File: config.mk
export PLATFORM = sky130hd
export DESIGN_NAME = store_narrow_unit
export DESIGN_NICKNAME = d
export VERILOG_FILES = /design/src/rtl/mips_mem_pkg.sv /design/src/rtl/store_lane_pack.sv /design/src/rtl/store_narrow_unit.sv
export SDC_FILE = /design/constraint.sdc
export NUM_CORES = 1
export LEC_CHECK = 0
export ABC_AREA = 1
export CAP_MARGIN = 0
export CORE_ASPECT_RATIO = 1.1
export CORE_MARGIN = 2
export CORE_UTILIZATION = 45
export CTS_CLUSTER_SIZE = 8
export DETAILED_ROUTE_END_ITERATION = 8
export PLACE_DENSITY = 0.66
export SLEW_MARGIN = 20
export SYNTH_ARGS = -nofsm -noshare
export SYNTH_HDL_FRONTEND = slang
export SYNTH_SLANG_ARGS = --single-unit
export TNS_END_PERCENT = 50
File: constraint.sdc
create_clock -name clk -period 14.52 [get_ports clk]
set_clock_uncertainty 0.05 [all_clocks]
set_input_delay 3.63 -clock clk [delete_from_list [all_inputs] [get_ports clk]]
set_output_delay 3.63 -clock clk [all_outputs]
set_load 0.05 [all_outputs]
File: src/rtl/mips_mem_pkg.sv
// ----------------------------------------------------------------------------
// mips_mem_pkg
// Shared definitions for the store path toward data memory.
//   size_e         : store size encoding carried with each request
//   BE_ALL         : byte-enable pattern for a full-word store
//   store_entry_t  : one buffered store {word address, lane data, byte enables
//                    [, truncation flag]}
//   narrow_trunc() : true when a value is not the sign extension of its
//                    narrowed field (NARROW_CHECK_EN builds only)
// Optional feature macro: NARROW_CHECK_EN (adds the truncation flag).
// ----------------------------------------------------------------------------
package mips_mem_pkg;

    typedef enum logic [1:0] {
        SZ_BYTE = 2'b00,
        SZ_HALF = 2'b01,
        SZ_WORD = 2'b10,
        SZ_RSVD = 2'b11
    } size_e;

    localparam logic [3:0] BE_ALL = 4'b1111;

    typedef struct packed {
        logic [29:0] addr;
        logic [31:0] wdata;
        logic [3:0]  be;
`ifdef NARROW_CHECK_EN
        logic        trunc;
`endif
    } store_entry_t;

`ifdef NARROW_CHECK_EN
    // Upper bits must all equal the sign bit of the narrowed field.
    function automatic logic narrow_trunc(input logic [31:0] d, input size_e sz);
        logic res;
        case (sz)
            SZ_BYTE: res = (d[31:8] != {24{d[7]}});
            SZ_HALF: res = (d[31:16] != {16{d[15]}});
            default: res = 1'b0;
        endcase
        return res;
    endfunction
`endif

endpackage

File: src/rtl/store_lane_pack.sv
// ----------------------------------------------------------------------------
// store_lane_pack
// Combinational narrowing of one store request: replicates the narrowed
// field into every lane it could occupy and selects the addressed lanes.
// Ports:
//   addr_lo    in  2   low address bits (byte offset within the word)
//   data       in  32  full register value
//   size       in  2   size_e encoding
//   wdata      out 32  lane-replicated write data
//   be         out 4   byte enables (bit i = byte lane i)
//   misaligned out 1   request cannot be issued as a single aligned access
//   trunc      out 1   value does not fit the narrowed size (NARROW_CHECK_EN)
// ----------------------------------------------------------------------------
module store_lane_pack
    import mips_mem_pkg::*;
(
    input  logic [1:0]  addr_lo,
    input  logic [31:0] data,
    input  logic [1:0]  size,
    output logic [31:0] wdata,
    output logic [3:0]  be,
`ifdef NARROW_CHECK_EN
    output logic        trunc,
`endif
    output logic        misaligned
);

    size_e sz_s;
    assign sz_s = size_e'(size);

`ifdef NARROW_CHECK_EN
    assign trunc = narrow_trunc(data, sz_s);
`endif

    // Lane replication, byte-enable selection and alignment check.
    always_comb begin
        wdata      = 32'h0000_0000;
        be         = 4'b0000;
        misaligned = 1'b0;
        case (sz_s)
            SZ_BYTE: begin
                wdata = {4{data[7:0]}};
                be    = 4'b0001 << addr_lo;
            end
            SZ_HALF: begin
                wdata      = {2{data[15:0]}};
                misaligned = addr_lo[0];
                if (addr_lo[1]) begin
                    be = 4'b1100;
                end else begin
                    be = 4'b0011;
                end
            end
            SZ_WORD: begin
                wdata      = data;
                be         = BE_ALL;
                misaligned = (addr_lo != 2'b00);
            end
            default: begin
                // Reserved size: dropped like a misaligned store.
                misaligned = 1'b1;
            end
        endcase
    end

endmodule

File: src/rtl/store_narrow_unit.sv
// ----------------------------------------------------------------------------
// store_narrow_unit
// Narrows register values for sb/sh/sw, buffers the resulting memory writes
// in a DEPTH-entry FIFO and presents the oldest one to data memory.
// Misaligned or reserved-size requests are consumed but dropped, flagged by a
// one-cycle misalign_err pulse.
// Ports:
//   clk, reset              clock, asynchronous active-high reset
//   in_valid/in_ready       request handshake
//   in_addr, in_data, in_size  request payload
//   out_valid/out_ready     memory-side handshake for the FIFO head
//   out_addr, out_wdata, out_be  head entry (word address, lane data, enables)
//   out_trunc               head entry truncation flag (NARROW_CHECK_EN only)
//   misalign_err            pulse one cycle after a dropped request
//   count                   FIFO occupancy
// Optional feature macro: NARROW_CHECK_EN.
// ----------------------------------------------------------------------------
module store_narrow_unit
    import mips_mem_pkg::*;
#(
    parameter int DEPTH = 4,
    parameter int CNT_W = 3
) (
    input  logic             clk,
    input  logic             reset,
    input  logic             in_valid,
    output logic             in_ready,
    input  logic [31:0]      in_addr,
    input  logic [31:0]      in_data,
    input  logic [1:0]       in_size,
    output logic             out_valid,
    input  logic             out_ready,
    output logic [31:0]      out_addr,
    output logic [31:0]      out_wdata,
    output logic [3:0]       out_be,
`ifdef NARROW_CHECK_EN
    output logic             out_trunc,
`endif
    output logic             misalign_err,
    output logic [CNT_W-1:0] count
);

    localparam int PTR_W = (DEPTH > 1) ? $clog2(DEPTH) : 1;
    localparam logic [CNT_W-1:0] CNT_ONE  = {{(CNT_W-1){1'b0}}, 1'b1};
    localparam logic [CNT_W-1:0] CNT_FULL = CNT_W'(DEPTH);
    localparam logic [PTR_W-1:0] PTR_ONE  = {{(PTR_W-1){1'b0}}, 1'b1};

    store_entry_t       mem_r [DEPTH];
    logic [PTR_W-1:0]   wr_ptr_r;
    logic [PTR_W-1:0]   rd_ptr_r;
    logic [CNT_W-1:0]   count_r;
    logic               misalign_r;

    logic [31:0]        pack_wdata_s;
    logic [3:0]         pack_be_s;
    logic               misaligned_s;
    logic               accept_s;
    logic               push_s;
    logic               pop_s;
    store_entry_t       entry_s;

    store_lane_pack u_pack (
        .addr_lo    (in_addr[1:0]),
        .data       (in_data),
        .size       (in_size),
        .wdata      (pack_wdata_s),
        .be         (pack_be_s),
`ifdef NARROW_CHECK_EN
        .trunc      (entry_s.trunc),
`endif
        .misaligned (misaligned_s)
    );

    assign entry_s.addr  = in_addr[31:2];
    assign entry_s.wdata = pack_wdata_s;
    assign entry_s.be    = pack_be_s;

    // No pop-bypass: a full FIFO refuses requests even when the head is leaving.
    assign in_ready  = !reset && (count_r < CNT_FULL);
    assign out_valid = (count_r != {CNT_W{1'b0}});
    assign accept_s  = in_valid && in_ready;
    assign push_s    = accept_s && !misaligned_s;
    assign pop_s     = out_valid && out_ready;

    // FIFO storage; cleared on reset so the idle outputs read as zero.
    always_ff @(posedge clk or posedge reset) begin
        if (reset) begin
            for (int i = 0; i < DEPTH; i++) begin
                mem_r[i] <= '0;
            end
        end else if (push_s) begin
            mem_r[wr_ptr_r] <= entry_s;
        end
    end

    // Pointers (wrap naturally, DEPTH is a power of two), occupancy and error pulse.
    always_ff @(posedge clk or posedge reset) begin
        if (reset) begin
            wr_ptr_r   <= {PTR_W{1'b0}};
            rd_ptr_r   <= {PTR_W{1'b0}};
            count_r    <= {CNT_W{1'b0}};
            misalign_r <= 1'b0;
        end else begin
            misalign_r <= accept_s && misaligned_s;
            if (push_s) begin
                wr_ptr_r <= wr_ptr_r + PTR_ONE;
            end
            if (pop_s) begin
                rd_ptr_r <= rd_ptr_r + PTR_ONE;
            end
            case ({push_s, pop_s})
                2'b10:   count_r <= count_r + CNT_ONE;
                2'b01:   count_r <= count_r - CNT_ONE;
                default: count_r <= count_r;
            endcase
        end
    end

    assign out_addr     = {mem_r[rd_ptr_r].addr, 2'b00};
    assign out_wdata    = mem_r[rd_ptr_r].wdata;
    assign out_be       = mem_r[rd_ptr_r].be;
`ifdef NARROW_CHECK_EN
    assign out_trunc    = mem_r[rd_ptr_r].trunc;
`endif
    assign misalign_err = misalign_r;
    assign count        = count_r;

endmodule

==> summary.md, run 1 <==
| Metric | Value |
|---|---|
| Status | finished, final reports clean |
| Layout area overhead | 19.0% |
| GRT Util Overall | 26.1% |
| CP arrival | about 5 ns |
| Crit path capture type | primary output |
| # setup viols final | 0 |
| Post CTS Setup Buffer Count | 0 |
| Port bufs | ~140 |
| DRC | 0 |
| Compound-Gate Fraction of Synth Area | a little under a tenth |
| DR vias | 11,900 |
| Share of layout cells above drive strength 1 | approximately 4.3% |
| Final hold vios | 0 |
| Initial antenna violation count | 1 |
| Syn Std Cell Area | roughly 13,000 um^2 |
| Busiest grt layer | met2 |
| Clk_lat worst skew | 0.51 ns |
| Routed wire length | 39.4 mm |
| Largest net degree at the start of global routing | 268 |
| Worst-path fanout max | 2 |
| Reg clk slew, reported paths | about 0.050 ns |
| Synth cell types | 24 |
| Avg Cell Area, Syn | around 7.8 um^2 |
| R2R depth | 4 |
| MaxCap Viol Count | 0 |
| Clock root cell | clkbuf_16 |
| Total grt overflow | 0 |
| Area leader, netlist | dfrtp_1 |
| Top post-synthesis cells by area | dfrtp_1, nand2_1, nand3_1 |
| Final Cycle Share | 60.8% |
| RePlAce Congestion | between 0.8 and 0.9 |
| First-pass GRT wire length | 64.0 mm |
| Hold Path Depth | 2 |
| DR pass1 iterations | 7 |
| Post-synthesis adder-cell area fraction | less than 1% |
| Synth Area in XOR/XNOR | less than 1% |
| DIE AREA | roughly 30,000 um^2 |
| Least-Margin Pin Slew | ~1.2 ns |
| Achievable Freq | approximately 0.11 GHz |
| Main combinational cell family by area after synthesis | simple AND/OR/NAND/NOR gates |
| Ports | ~140 |
| Clk buf depth | 3 |
| Post-synthesis mux area share | 0% |
| Clock sinks | ~270 |
| Antenna-violating nets left | 0 |
| DR iter-0 viols | 1,229 |
| Chip Height | 183 um |
| Core area | around 29,000 um^2 |
| Synth warn | 0 |
| Chip width | roughly 170 um |
| Slew HR | around 22% |
| Initial core utilization | between 40% and 50% |
| Pwr Total | 3.94 mW |
| CTS Buf Count | 39 |
| Hold crit path type | reg2reg |
| Post-synthesis sequential area ratio | a little over half |
| Top-area cell type share of the netlist area | a little over half |
| Diodes inserted | 0 |
| Met1 Resource Use GR | a little over a third |
| M3 GR Usage | between 4 and 5% |
| WL/cell | ~19 um |
| Mapped Cells | 1,676 |
| Setup CP Type | in2out |
| CTS Hold Bufs | 0 |
| RSZ-0062 raised after global routing | no |
| Final min period | between 8 and 9 ns |
| Nets | around 1,800 |
| Pwr dens | around 250 nW/um^2 |
| Required time worst endpoint | ~11 ns |
| Simple-gate share of the synthesized area | 32.3% |
| CTS tree | built |
| Setup TNS | 0 ns |
| Crit start category | input pin |
| Slew Limit Fails | 0 |
| Peak supply drop | around 0.00016 V |
| LEAKAGE | between 7 and 8 nW |
| Met2 usage | 42.6% |
| Layout Utilization | 54.2% |
| H-tree depth | 2 |
| Vias per cell | between 5 and 6 |
| CTS resizes | 0 |
| Std-Cell Rows | 65 |
| Synth Register Bits | around 270 |
| Vias in the first global route | about 12,000 |
| HPWL after DPL | 20.4 mm |
==> cell usage in the layout, fill, tap and decap left out, drive strengths merged <==
cell type      Yosys  final
xor2               2      2
nand4              4      4
nand3            313    313
clkinv             1      3
a21oi              2      2
conb               1      2
o21ai            149    149
dfrtp            272    272
inv               23     21
o22ai             66     66
xnor2              1      1
fa                 1      1
clkdlybuf4s50      0    141
buf               50     20
nand2            549    549
ha                 5      5
nor2             149    149
clkbuf            88     43
==> Yosys cell counts, drive strengths merged <==
master / number
a21oi: 2
buf: 50
clkbuf: 88
clkinv: 1
conb: 1
dfrtp: 272
fa: 1
ha: 5
inv: 23
nand2: 549
nand3: 313
nand4: 4
nor2: 149
o21ai: 149
o22ai: 66
xnor2: 1
xor2: 2
==> state kept, by name, indices dropped and copies added, names as in the netlist <==
name	cells
rd_ptr_r	2
count	3
mem_r	264
misalign_err	1
wr_ptr_r	2
==> path summary, 6_finish.rpt <==
check	endpoint	slack, ns	startpoint
hold / removal	mem_r[107]$_DFFE_PP0P_	0.41	mem_r[107]$_DFFE_PP0P_
setup reg to reg	rd_ptr_r[1]$_DFFE_PP0P_	11.84	rd_ptr_r[0]$_DFFE_PP0P_
min in group asynchronous	count[2]$_DFFE_PP0P_	3.61	reset
hold reg to reg	mem_r[107]$_DFFE_PP0P_	0.41	mem_r[107]$_DFFE_PP0P_
max in group asynchronous	mem_r[118]$_DFFE_PP0P_	9.28	reset
setup / recovery	in_ready	5.69	reset
==> critical path: stages <==
cell             delay [ns]
clkdlybuf4s50_1        0.52
nor2_1                 0.18
clkdlybuf4s50_1        0.82
==> report_power, final <==
group / switching [mW] / leakage, nW / internal, mW
Sequential: 0.169 / 3.61 / 1.06
Combinational: 1.35 / 3.67 / 0.567
Clock: 0.308 / 0.508 / 0.493
Total: 1.82 / 7.79 / 2.12
==> layout make-up <==
cell class / instances / area [um^2]
Clock buffer: 43 / 1030
Sequential cell: 272 / 6810
Inverter: 24 / 104
Tap cell: 368 / 460
Fill cell: 2721 / 13100
Multi-Input combinational cell: 1243 / 5540
Timing Repair Buffer: 161 / 1570
==> cell families (layout without fill, tap and decap cells) <==
| logic type | count (synthesis) | count (layout) |
|---|---|---|
| other | 1 | 2 |
| flip-flops | 272 | 272 |
| AND/OR/NAND/NOR | 1015 | 1015 |
| adder cells (fa/ha/maj) | 6 | 6 |
| XOR/XNOR | 3 | 3 |
| AO/OA/AOI/OAI | 217 | 217 |
| buffers and inverters | 162 | 228 |
==> through the flow <==
step / worst slack, ns / area (um^2) / std cells / hold WS, ns
5_1_grt: 5.65 / 15500 / 2111 / 0.428
6_report: 5.69 / 15500 / 2111 / 0.410
3_5_place_dp: 5.70 / 14500 / 2068 / 0.403
2_1_floorplan: 3.34 / 13000 / 1677 / 0.387
3_3_place_gp: 5.68 / 14500 / 2068 / 0.398
4_1_cts: 5.70 / 15500 / 2111 / 0.415
==> layer usage <==
layer  part of all wire [%]  wire length, um  up-vias
li1                       -                -     5647
met1                     43            16800     5735
met2                     47            18400      490
met3                    7.7             3040       74
met4                    2.8             1090        2
met5                  0.020                8        -
No activity file was read; power rests on OpenSTA's default activity.
==> run 2, diff against run 1 <==
Clock period 14.52 ns to 8.6 ns, I/O delays scaled along.
==> run 2 against run 1 <==
- count of clock-buffer cells in the layout shrank 3
- sequential power rose by 70%
- die area did not move
- critical endpoint is now out_addr[28]
- largest power group unchanged
- highest routed layer is now met4
==> summary.md, run 2 (synthesis gave the netlist of run 1 again) <==
| Metric | Value |
|---|---|
| Number of flip-flops in the largest register | 264 (unchanged) |
| Post CTS Setup Buffer Count | 0 (unchanged) |
| Top Family by Delay on Critical Path | buffers and inverters (unchanged) |
| Setup WS post-layout | 2.30 ns (was 5.69 ns) |
| Crit start category | register (was input pin) |
| CTS Hold Bufs | 0 (unchanged) |
| Most flop-heavy register | mem_r (unchanged) |
| H-tree depth | 2 (unchanged) |
| Chip Height | 183 um (unchanged) |
| DRC | 0 (unchanged) |
| Final Cycle Share | 73.2% |
| Final min period | around 6.3 ns |
| Crit-path cells | clkinv_2 -> buf_4 -> o21ai_0 -> o22ai_1 -> clkdlybuf4s50_1 (was clkdlybuf4s50_1 -> nor2_1 -> clkdlybuf4s50_1) |
| Reg clk slew, reported paths | 0.05 ns (about the same) |
| Worst-path fanout max | 67 (was 2) |
| DR vias | 11,900 (about the same) |
| DIE AREA | 30,400 um^2 (unchanged) |
| Setup TNS | 0 ns (unchanged) |
| Crit path capture type | primary output (unchanged) |
| RSZ-0062 raised after global routing | no (unchanged) |
| Commonest non-fill, non-tap cell in the layout | nand2_1 (unchanged) |
| Largest net degree at the start of global routing | 269 (was 268) |
| HPWL after DPL | 20.6 mm (was 20.4 mm) |
| Hold Slack | 0.412 ns (was 0.410 ns) |
| Clk buf depth | 3 (unchanged) |
| CP max stage delay | 0.99 ns (was 0.82 ns) |
| Nets | 1,819 (was 1,817) |
| Std-Cell Rows | 65 (unchanged) |
| R2r setup slk | 5.66 ns (was 11.84 ns) |
| RePlAce Congestion | 0.846 (was 0.857) |
| Final instance count without filler cells | 2,114 (was 2,111) |
| Sequential Area | 6810 um^2 (unchanged) |
| Total grt overflow | 0 (unchanged) |
| Most frequent cells in the layout | nand2_1, nand3_1, dfrtp_1 (unchanged) |
| Fillers | 2,672 (was 2,721) |
| Port bufs | 141 (unchanged) |
| CTS resizes | 0 (unchanged) |
| Ports | 144 (unchanged) |
| CTS tree | built (unchanged) |
| GRT Util Overall | 25.8% (was 26.1%) |
| WL/cell | 18.7 um (about the same) |
| Cells after DPL | 2,069 (was 2,068) |
| Setup Slack @ Placement | 2.81 ns (was 5.70 ns) |
| Vias per cell | 5.64 (was 5.66) |
| DR pass1 iterations | 5 (was 7) |
| First-pass GRT wire length | 63.0 mm (was 64.0 mm) |
| Status | finished, final reports clean (unchanged) |
| Clk_lat worst skew | 0.52 ns (was 0.51 ns) |
| Pwr Total | 6.65 mW (was 3.94 mW) |
| Achievable Freq | 0.159 GHz |
| Initial core utilization | 45.6% (unchanged) |
| Antenna-violating nets left | 0 (unchanged) |
| Core area | 28,600 um^2 (unchanged) |
| Required time worst endpoint | 6.40 ns (was 10.84 ns) |
| Routed wire length | 39.5 mm (was 39.4 mm) |
| Peak supply drop | 0.000342 V (was 0.000158 V) |
| Slew Limit Fails | 0 (unchanged) |
| CTS Buf Count | 39 (unchanged) |
| Least-Margin Pin Slew | 1.05 ns (was 1.16 ns) |
| Pwr dens | 428 nW/um^2 (was 254 nW/um^2) |
| Layout area overhead | 19.1% (was 19.0%) |
| Vias in the first global route | 11,400 (was 11,700) |
| Chip width | 166 um (unchanged) |
| Multi-input gate area | 5540 um^2 (unchanged) |
| Final hold vios | 0 (unchanged) |
| Clock sinks | 272 (unchanged) |
| Slew HR | 29.7% (was 22.5%) |
| # setup viols final | 0 (unchanged) |
| DR iter-0 viols | 1,220 (was 1,229) |
| Share of layout cells above drive strength 1 | 4.47% (was 4.30%) |
| LEAKAGE | 7.80 nW (was 7.79 nW) |
| MaxCap Viol Count | 0 (unchanged) |
| Clock root cell | clkbuf_16 (unchanged) |
| Worst path buffer plus inverter count | 3 (was 2) |
| Initial antenna violation count | 1 (unchanged) |
| Slowest cell on crit path | clkinv_2 (was clkdlybuf4s50_1) |
| Hold crit path type | reg2reg (unchanged) |
| Setup CP Type | reg2out (was in2out) |
| CP arrival | 4.10 ns (was 5.15 ns) |
[run 2: layout make-up]
class	count	area share [%]
Timing Repair Buffer	163	10.4
Multi-Input combinational cell	1243	35.6
Antenna cell	1	0.0161
Tap cell	368	2.96
Sequential cell	272	43.9
Inverter	24	0.612
Clock inverter	3	0.169
Clock buffer	40	6.31
[run 2: worst reg2reg max path, stage by stage (launching register included)]
cell and delay (ns):
dfrtp_4 0.81, clkinv_2 1.03, buf_4 0.58, nor2_1 0.22
xor2_1 0.16
[run 2: worst paths after layout]
kind | from | cells after the start | end
worst max register to register | rd_ptr_r[0]$_DFFE_PP0P_ | 4 | rd_ptr_r[1]$_DFFE_PP0P_
min in group asynchronous | reset | 2 | count[2]$_DFFE_PP0P_
worst min-delay path | mem_r[107]$_DFFE_PP0P_ | 2 | mem_r[107]$_DFFE_PP0P_
worst min register to register | mem_r[107]$_DFFE_PP0P_ | 2 | mem_r[107]$_DFFE_PP0P_
worst max-delay path | rd_ptr_r[0]$_DFFE_PP0P_ | 5 | out_addr[28]
max in group asynchronous | reset | 3 | mem_r[93]$_DFFE_PP0P_
[run 2: power by group]
group	internal, mW	leakage (nW)	switching [mW]
logic	0.962	3.69	2.26
registers	1.79	3.61	0.299
clock network	0.800	0.495	0.536
total	3.55	7.80	3.10
[run 2: per-stage QoR]
step	utilization [%]	instance area [um^2]
floorplan	-	13100
global placement	50.6	14500
detailed placement	50.6	14500
CTS	54.2	15500
global route	54.3	15500
finish	54.3	15500
[run 2: layer usage]
| metal | GRT usage (%) | wire length [um] |
|---|---|---|
| met1 | 35.3 | 17000 |
| met2 | 41.9 | 18500 |
| met4 | 9.10 | 1130 |
| met3 | 4.34 | 2840 |
| met5 | 0 | 0 |
==> run 3, diff against run 2 <==
Settings changed: PLACE_DENSITY 0.66 to 0.69.
Clock period 8.6 ns to 5.2 ns, I/O delays scaled along.
==> run 3 against run 2 <==
- register-to-register slack lost 3.0 ns
- critical path depth is the same
- count of clock-buffer cells in the layout increased by 1
- highest routed layer unchanged
==> summary.md, run 3 (synthesis gave the netlist of run 1 again) <==
| Metric | Value |
|---|---|
| Status | finished, final reports clean (unchanged) |
| CP arrival | 3.23 ns (was 4.10 ns) |
| Layout area overhead | 19.4% (was 19.1%) |
| Chip width | 166 um (unchanged) |
| Std-Cell Rows | 65 (unchanged) |
| First-pass GRT wire length | 63.9 mm (was 63.0 mm) |
| Slowest cell on crit path | clkdlybuf4s50_1 (was clkinv_2) |
| Core area | 28,600 um^2 (unchanged) |
| WL/cell | 18.7 um (about the same) |
| Hold crit path type | reg2reg (unchanged) |
| Chip Height | 183 um (unchanged) |
| MaxCap Viol Count | 0 (unchanged) |
| RePlAce Congestion | 0.870 (was 0.846) |
| Clock root cell | clkbuf_16 (unchanged) |
| Nets | 1,821 (was 1,819) |
| Setup TNS | 0 ns (unchanged) |
| Comb pwr share | 48.7% (was 48.5%) |
| Crit-path cells | clkinv_2 -> buf_4 -> o21ai_0 -> o22ai_1 -> clkdlybuf4s50_1 (unchanged) |
| # setup viols final | 0 (unchanged) |
| Final hold vios | 0 (unchanged) |
| Pwr dens | 709 nW/um^2 (was 428 nW/um^2) |
| Total grt overflow | 0 (unchanged) |
| HPWL after DPL | 21.6 mm (was 20.6 mm) |
| Post CTS Setup Buffer Count | 0 (unchanged) |
| Clk_lat worst skew | 0.53 ns (was 0.52 ns) |
| Peak supply drop | 0.000423 V (was 0.000342 V) |
| Worst-path fanout max | 57 (was 67) |
| Crit start category | register (unchanged) |
| Setup CP Type | reg2out (unchanged) |
| Sequential power share | 31.3% (was 31.4%) |
| Cell Int Power | 5.91 mW (was 3.55 mW) |
| DR iter-0 viols | 1,240 (was 1,220) |
| Most frequent cells in the layout | nand2_1, nand3_1, dfrtp_1 (unchanged) |
| Ports | 144 (unchanged) |
| CP max stage delay | 0.87 ns (was 0.99 ns) |
| Sw Ratio | 46.5% (was 46.6%) |
| Initial core utilization | 45.6% (unchanged) |
| Cells after DPL | 2,072 (was 2,069) |
| GRT Util Overall | 26.1% (was 25.8%) |
| Final instance count without filler cells | 2,116 (was 2,114) |
| Slew HR | 21.0% (was 29.7%) |
| Top Family by Delay on Critical Path | buffers and inverters (unchanged) |
| Commonest non-fill, non-tap cell in the layout | nand2_1 (unchanged) |
| Clk buf depth | 3 (unchanged) |
| Pwr Total | 11.0 mW (was 6.65 mW) |
| Initial antenna violation count | 0 (was 1) |
| Fillers | 2,718 (was 2,672) |
| Setup Slack @ Placement | 1.12 ns (was 2.81 ns) |
| Reg clk slew, reported paths | 0.05 ns (about the same) |
| DIE AREA | 30,400 um^2 (unchanged) |
| DRC | 0 (unchanged) |
| RSZ-0062 raised after global routing | no (unchanged) |
| LEAKAGE | 7.82 nW (was 7.80 nW) |
| Worst setup path start | rd_ptr_r[0]$_DFFE_PP0P_ (unchanged) |
| Crit path capture type | primary output (unchanged) |
| Routed wire length | 39.6 mm (was 39.5 mm) |
| Largest net degree at the start of global routing | 268 (was 269) |
| Achievable Freq | roughly 0.22 GHz |
| Setup WS post-layout | 0.624 ns (was 2.30 ns) |
| Worst path buffer plus inverter count | 3 (unchanged) |
| H-tree depth | 2 (unchanged) |
| Switching power | 5.13 mW (was 3.10 mW) |
| Layout Utilization | 54.4% (was 54.3%) |
| Most flop-heavy register | mem_r (unchanged) |
| Final Cycle Share | between 80% and 90% |
| DR pass1 iterations | 7 (was 5) |
| CTS Hold Bufs | 0 (unchanged) |
| Least-Margin Pin Slew | 1.18 ns (was 1.05 ns) |
| Min-delay src | mem_r[74]$_DFFE_PP0P_ (was mem_r[107]$_DFFE_PP0P_) |
| Antenna-violating nets left | 0 (unchanged) |
| CTS tree | built (unchanged) |
| Power share of the clock group | 20.0% (was 20.1%) |
| Final instance area | 15,600 um^2 (was 15,500 um^2) |
| CTS Buf Count | 39 (unchanged) |
| Final min period | approximately 4.6 ns |
| Port bufs | 141 (unchanged) |
| Reg2Reg Launch Point | wr_ptr_r[0]$_DFFE_PP0P_ (was rd_ptr_r[0]$_DFFE_PP0P_) |
| Share of layout cells above drive strength 1 | 4.58% (was 4.47%) |
| Clock sinks | 272 (unchanged) |
| Diodes inserted | 0 (was 1) |
| Required time worst endpoint | 3.85 ns (was 6.40 ns) |
| Vias per cell | 5.69 (was 5.64) |
| Slew Limit Fails | 0 (unchanged) |
| Hold Slack | 0.410 ns (was 0.412 ns) |
| Vias in the first global route | 11,600 (was 11,400) |
| CTS resizes | 0 (unchanged) |
| DR vias | 12,100 (was 11,900) |
| Post-DP Area | 14,600 um^2 (was 14,500 um^2) |
| Number of flip-flops in the largest register | 264 (unchanged) |
-- run 3: path summary, 6_finish.rpt --
kind                       depth (start not counted)                endpoint  slack [ns]
hold / removal                                     2   mem_r[74]$_DFFE_PP0P_        0.41
min in group asynchronous                          2  mem_r[125]$_DFFE_PP0P_        1.31
hold reg to reg                                    2   mem_r[74]$_DFFE_PP0P_        0.41
setup reg to reg                                   6   mem_r[34]$_DFFE_PP0P_        2.65
max in group asynchronous                          3   mem_r[93]$_DFFE_PP0P_        2.75
setup / recovery                                   5               out_be[0]        0.62
-- run 3: cell type report --
cell class / instances / area (um^2) / share of cell area [%]
flip-flops and latches: 272 / 6810 / 43.7
multi-input cells: 1243 / 5540 / 35.5
repair buffers: 165 / 1670 / 10.7
clock buffers: 41 / 983 / 6.31
well taps: 368 / 460 / 2.96
inverters: 24 / 95.1 / 0.610
clock inverters: 3 / 26.3 / 0.169
-- run 3: layer usage --
metal	part of all wire (%)	GRT usage, %	up-vias
li1	-	-	5650
met1	43	35.5	5815
met2	47	43.2	527
met3	8.1	4.53	58
met4	2.5	7.90	0
met5	0	0	-
-- run 3: power groups by stage --
stage / Combinational (mW) / Clock (mW) / Sequential [mW]
finish: 5.38 / 2.21 / 3.46
global route: 5.82 / 2.33 / 3.57
CTS: 5.39 / 2.25 / 3.45
detailed placement: 5.38 / 0 / 3.47
global placement: 5.31 / 0 / 3.44
floorplan: 3.71 / 0 / 3.35
-- run 3: worst min-delay path: stages, from the launching register on --
cell and delay (ns):
dfrtp_1 0.33, nand2_1 0.05, nand2_1 0.05
==> edit 1: new RTL, settings of run 2 <==
The output `misalign_err` loses its register stage (`misalign_r` becomes a continuous assignment).
--- a/src/rtl/store_narrow_unit.sv
+++ b/src/rtl/store_narrow_unit.sv
@@ -100,7 +100,5 @@
             rd_ptr_r   <= {PTR_W{1'b0}};
             count_r    <= {CNT_W{1'b0}};
-            misalign_r <= 1'b0;
         end else begin
-            misalign_r <= accept_s && misaligned_s;
             if (push_s) begin
                 wr_ptr_r <= wr_ptr_r + PTR_ONE;
@@ -117,4 +115,6 @@
     end
 
+    assign misalign_r = accept_s && misaligned_s;
+
     assign out_addr     = {mem_r[rd_ptr_r].addr, 2'b00};
     assign out_wdata    = mem_r[rd_ptr_r].wdata;
Behaviour: not the same (Yosys sat finds a counterexample within 4 cycles, from zero or initial values and one cycle with reset high).
==> edit 1 against run 2 <==
Setup slack worse by 240 ps; sequential share of layout area down 0.19 points; sequential cell count down 1; highest routed layer is now met5; die area down 0.19%; routed wire length down 1.4%; critical path depth down 1; synthesized area down 0.19%; worst hold slack worse by 2.5 ps; power about the same; via count down 0.83%; final area up 0.10%.
==> edit 1: results (changes against run 2) <==
| Metric | Value |
|---|---|
| Clock-pin slew on the worst setup and hold paths | 40 ps |
| M1 GR Usage | 37.5% (+2.2 points) |
| Placer congestion estimate | 0.859 (+1.5%) |
| Most common library cells after synthesis | 549 x nand2_1, 313 x nand3_1, 271 x dfrtp_1, 148 x nor2_1, 146 x o21ai_0 |
| Final WL | 38900 um (-1.4%) |
| Cells after Synth | 1675 (-0.060%) |
| Ys flop type | dfrtp_1 |
| First-pass GRT wire length | 63000 um (about the same) |
| Synth area leaders | dfrtp_1 52%, nand2_1 16%, nand3_1 12%, o21ai_0 5.6%, nor2_1 4.3% |
| Setup Fix Bufs, Post-CTS | 0 (unchanged) |
| Routed vias | 11800 (-0.83%) |
| Largest net degree at the start of global routing | 192 (-29%) |
| M3 GR Usage | 3.90% (-0.43 points) |
| Synth async-reset ratio | 100% (unchanged) |
| Initial antenna violation count | 1 (unchanged) |
| Netlist cell types | 24 (unchanged) |
| GRT Resource Usage Total | 25.6% (-0.17 points) |
| Largest register FFs | 264 (unchanged) |
| # port buffers | 141 (unchanged) |
| Later-pin clock latency in the skew report | roughly 510 ps |
| Least-Margin Pin Slew | 1050 ps (-4.39 ps) |
| Setup TNS | 0 ps (unchanged) |
| Nets | 1819 (unchanged) |
| Post-cts sizing count | 0 (unchanged) |
| Met2 usage | 40.2% (-1.7 points) |
| Worst min path class | flip-flop to flip-flop |
| Drt pass-1 iters | 5 (unchanged) |
| Outcome | complete, no violations |
| CTS Root Cell | clkbuf_16 |
| Vias/cell | 5.59 (-0.83%) |
| H-tree levels | 2 (unchanged) |
| Placed cells | 2068 (-0.048%) |
| Yosys top cell by area | dfrtp_1 |
| Leak | 7.80 nW (about the same) |
| CTS Buf Count | 39 (unchanged) |
| Max FO, Critical Path | 17 (-75%) |
| VDD IR max | 0.376 mV (+9.8%) |
| Dpl ws | 2080 ps (-728 ps) |
| Synth warnings | 0 (unchanged) |
| Initial DRC count | 1191 (-2.4%) |
| Hold Path Depth | 2 (unchanged) |
| Depth of the most critical reg-to-reg path | 4 (unchanged) |
| Crit path DAT | 4340 ps (+240 ps) |
| Largest Register | mem_r |
| Area after DPL | 14500 um2 (-0.24%) |
| Share of cells above drive strength 1 | 4.47% (unchanged) |
| Post-DP HPWL | 20600 um (-0.38%) |
| Vias in the first global route | 11300 (-0.76%) |
| CTS max path bufs | 3 (unchanged) |
| Sequential area share after synthesis | 52.1% (-0.092 points) |
-- edit 1: path summary, 6_finish.rpt --
kind | end | startpoint | slack [ps]
setup / recovery | misalign_err | in_size[0] | 2060
hold / removal | mem_r[175] | mem_r[175] | 410
setup reg to reg | rd_ptr_r[1] | rd_ptr_r[0] | 5980
hold reg to reg | mem_r[175] | mem_r[175] | 410
max in group asynchronous | mem_r[99] | reset | 5130
min in group asynchronous | mem_r[257] | reset | 2010
-- edit 1: critical path: stages --
cell,delay (ps)
clkdlybuf4s50_1,930
o21ai_4,180
a21oi_1,190
clkdlybuf4s50_1,870
-- edit 1: power by group --
group / switching (mW) / internal, mW
sequential: 0.348 / 1.78
clock: 0.520 / 0.832
combinational: 2.21 / 0.958
-- edit 1: cells by family (layout without fill, tap and decap cells) --
| family | count (synthesis) | after routing | synth area share, % |
|---|---|---|---|
| AOI/OAI and AO/OA | 217 | 217 | 9.15 |
| xor gates and xnor gates | 3 | 3 | 0.202 |
| adders and majority gates | 6 | 6 | 0.634 |
| buffers and inverters | 162 | 231 | 5.49 |
| DFF | 271 | 271 | 52.1 |
| other | 1 | 3 | 0.0288 |
| and+or+nand+nor | 1015 | 1015 | 32.4 |
-- edit 1: cell type report --
class	instances	area [um2]
repair buffers	164	1630
flip-flops and latches	271	6790
inverters	24	95.1
diodes	1	2.50
fillers	2679	13000
multi-input cells	1243	5540
well taps	368	460
clock buffers	43	1030
-- edit 1: per-layer routing --
layer / vias to the layer above / part of all wire [%] / routed length (um)
met5: - / 0.033 / 13
met4: 2 / 1.8 / 709
met3: 45 / 6.7 / 2630
met2: 442 / 46 / 18000
met1: 5695 / 45 / 17600
li1: 5634 / - / -
==> edit 2: new RTL, config.mk and constraints of run 2 <==
Without the edit above. The parameter `CNT_W` goes from 3 to 6.
--- a/src/rtl/store_narrow_unit.sv
+++ b/src/rtl/store_narrow_unit.sv
@@ -20,5 +20,5 @@
 #(
     parameter int DEPTH = 4,
-    parameter int CNT_W = 3
+    parameter int CNT_W = 6
 ) (
     input  logic             clk,
Interface: changed (resized count); port bits go from 144 to 147. The function was not compared with the original's and may differ.
==> edit 2 against run 2 <==
Sequential power down 12%; synthesized area up 2.9%; via count up 2.9%; power down 7.6%; routed wire length up 2.1%; largest cell class unchanged; sequential cell count up 3; die area up 2.8%; setup slack better by 210 ps; final area up 1.7%; critical path type unchanged.
==> edit 2: results (changes against run 2) <==
| Metric | Value |
|---|---|
| Yosys top cell area share | 51.3% (-0.91 points) |
| Largest net degree at the start of global routing | 177 (-34%) |
| Depth of the most critical reg-to-reg path | 7 (+3) |
| Share of cells above drive strength 1 | 4.30% (-0.17 points) |
| VDD IR max | 0.268 mV (-22%) |
| Placer congestion estimate | 0.913 (+7.9%) |
| Leak | 8.07 nW (+3.6%) |
| Initial antenna violation count | 0 (-1) |
| Max FO, Critical Path | 93 (+39%) |
| Post-DP HPWL | 21600 um (+4.8%) |
| Synth Area in Adders | 0.988% (+0.36 points) |
| Initial DRC count | 1200 (-1.6%) |
| Largest Register | mem_r |
| Synth Area in XOR/XNOR | 0.196% (-0.0057 points) |
| GRT Resource Usage Total | 25.9% (+0.13 points) |
| Vias/cell | 5.67 (+0.54%) |
| # port buffers | 144 (+2.1%) |
| Reg2reg start | count[3] |
| Hold Path Depth | 2 (unchanged) |
| CTS max path bufs | 3 (unchanged) |
| Crit path DAT | 3890 ps (-210 ps) |
| CTS Buf Count | 40 (+2.6%) |
| Drt pass-1 iters | 5 (unchanged) |
| Crit path to | out_addr[5] |
| Sequential area share after synthesis | 51.3% (-0.91 points) |
| Drt wl/cell | 18.7 um (-0.18%) |
| Reg2reg end | mem_r[93] |
| First-pass GRT wire length | 64600 um (+2.5%) |
| Post-synthesis compound-gate area fraction | 8.91% (-0.22 points) |
| Worst min path class | flip-flop to flip-flop |
| Setup Fix Bufs, Post-CTS | 0 (unchanged) |
| Fillers | 2766 (+3.5%) |
| Vias in the first global route | 11800 (+4.0%) |
| Synth area leaders | dfrtp_1 51%, nand2_1 16%, nand3_1 11%, o21ai_0 5.4%, nor2_1 4.1% |
| Worst path max stage delay | 860 ps (-130 ps) |
| Worst reg2reg setup slack | 5380 ps (-280 ps) |
| Nets | 1868 (+2.7%) |
| Post-cts sizing count | 0 (unchanged) |
| Later-pin clock latency in the skew report | 500 ps (-20 ps) |
| Netlist cell types | 27 (+13%) |
| Area after DPL | 14800 um2 (+1.8%) |
| Most common library cells after synthesis | 582 x nand2_1, 306 x nand3_1, 275 x dfrtp_1, 148 x nor2_1, 146 x o21ai_0 |
| Outcome | complete, no violations |
| Crit path from | rd_ptr_r[0] |
| H-tree levels | 2 (unchanged) |
| Critical path's slowest cell | clkdlybuf4s50_1 |
| Worst relative slew slack | 31.9% (+2.2 points) |
| Ant. Diodes | 0 (-1) |
-- edit 2: critical path: cells and delay by family (launching register included) --
family                 cells  cell delay [ps]
AO/OA/AOI/OAI              2              420
buffers and inverters      3             2230
flip-flops                 1              690
-- edit 2: layout make-up --
type	count	area (um2)	area share [%]
Inverter	30	119	0.752
Sequential cell	275	6890	43.6
Tap cell	374	468	2.96
Clock inverter	1	7.51	0.0475
Multi-Input combinational cell	1279	5700	36.1
Timing Repair Buffer	162	1590	10.1
Clock buffer	42	1030	6.52
-- edit 2: how the worst min path moves through the flow --
stage | start | end | slack [ps]
after floorplan | mem_r[101] | mem_r[101] | 390
after global placement | mem_r[183] | mem_r[183] | 400
after detailed placement | mem_r[169] | mem_r[169] | 400
after CTS | mem_r[191] | mem_r[191] | 410
after global routing | mem_r[112] | mem_r[112] | 430
final | mem_r[147] | mem_r[147] | 410
-- edit 2: power breakdown --
group / switching [mW] / internal [mW] / leakage [nW]
clock: 0.527 / 0.832 / 0.507
sequential: 0.209 / 1.62 / 3.75
combinational: 2.10 / 0.853 / 3.81
-- edit 2: logic make-up after synthesis --
logic type      count (synthesis)
simple gates                 1043
buf+inv                       169
other cells                     1
xor+xnor                        3
compound gates                221
flops                         275
fa+ha+maj                      10
-- edit 2: stage by stage --
| stage | setup slack, ps | util (%) | cells |
|---|---|---|---|
| 2_1_floorplan | 142 | - | 1723 |
| 3_3_place_gp | 2700 | 50.1 | 2120 |
| 3_5_place_dp | 2650 | 50.1 | 2120 |
| 4_1_cts | 2520 | 53.6 | 2163 |
| 5_1_grt | 2350 | 53.6 | 2163 |
| 6_report | 2510 | 53.6 | 2163 |
-- edit 2: routing by layer --
layer / global-route usage (%) / wire length [um]
met1: 36.0 / 17500
met2: 41.9 / 18800
met3: 4.74 / 3230
met4: 7.34 / 738
met5: 0 / 0
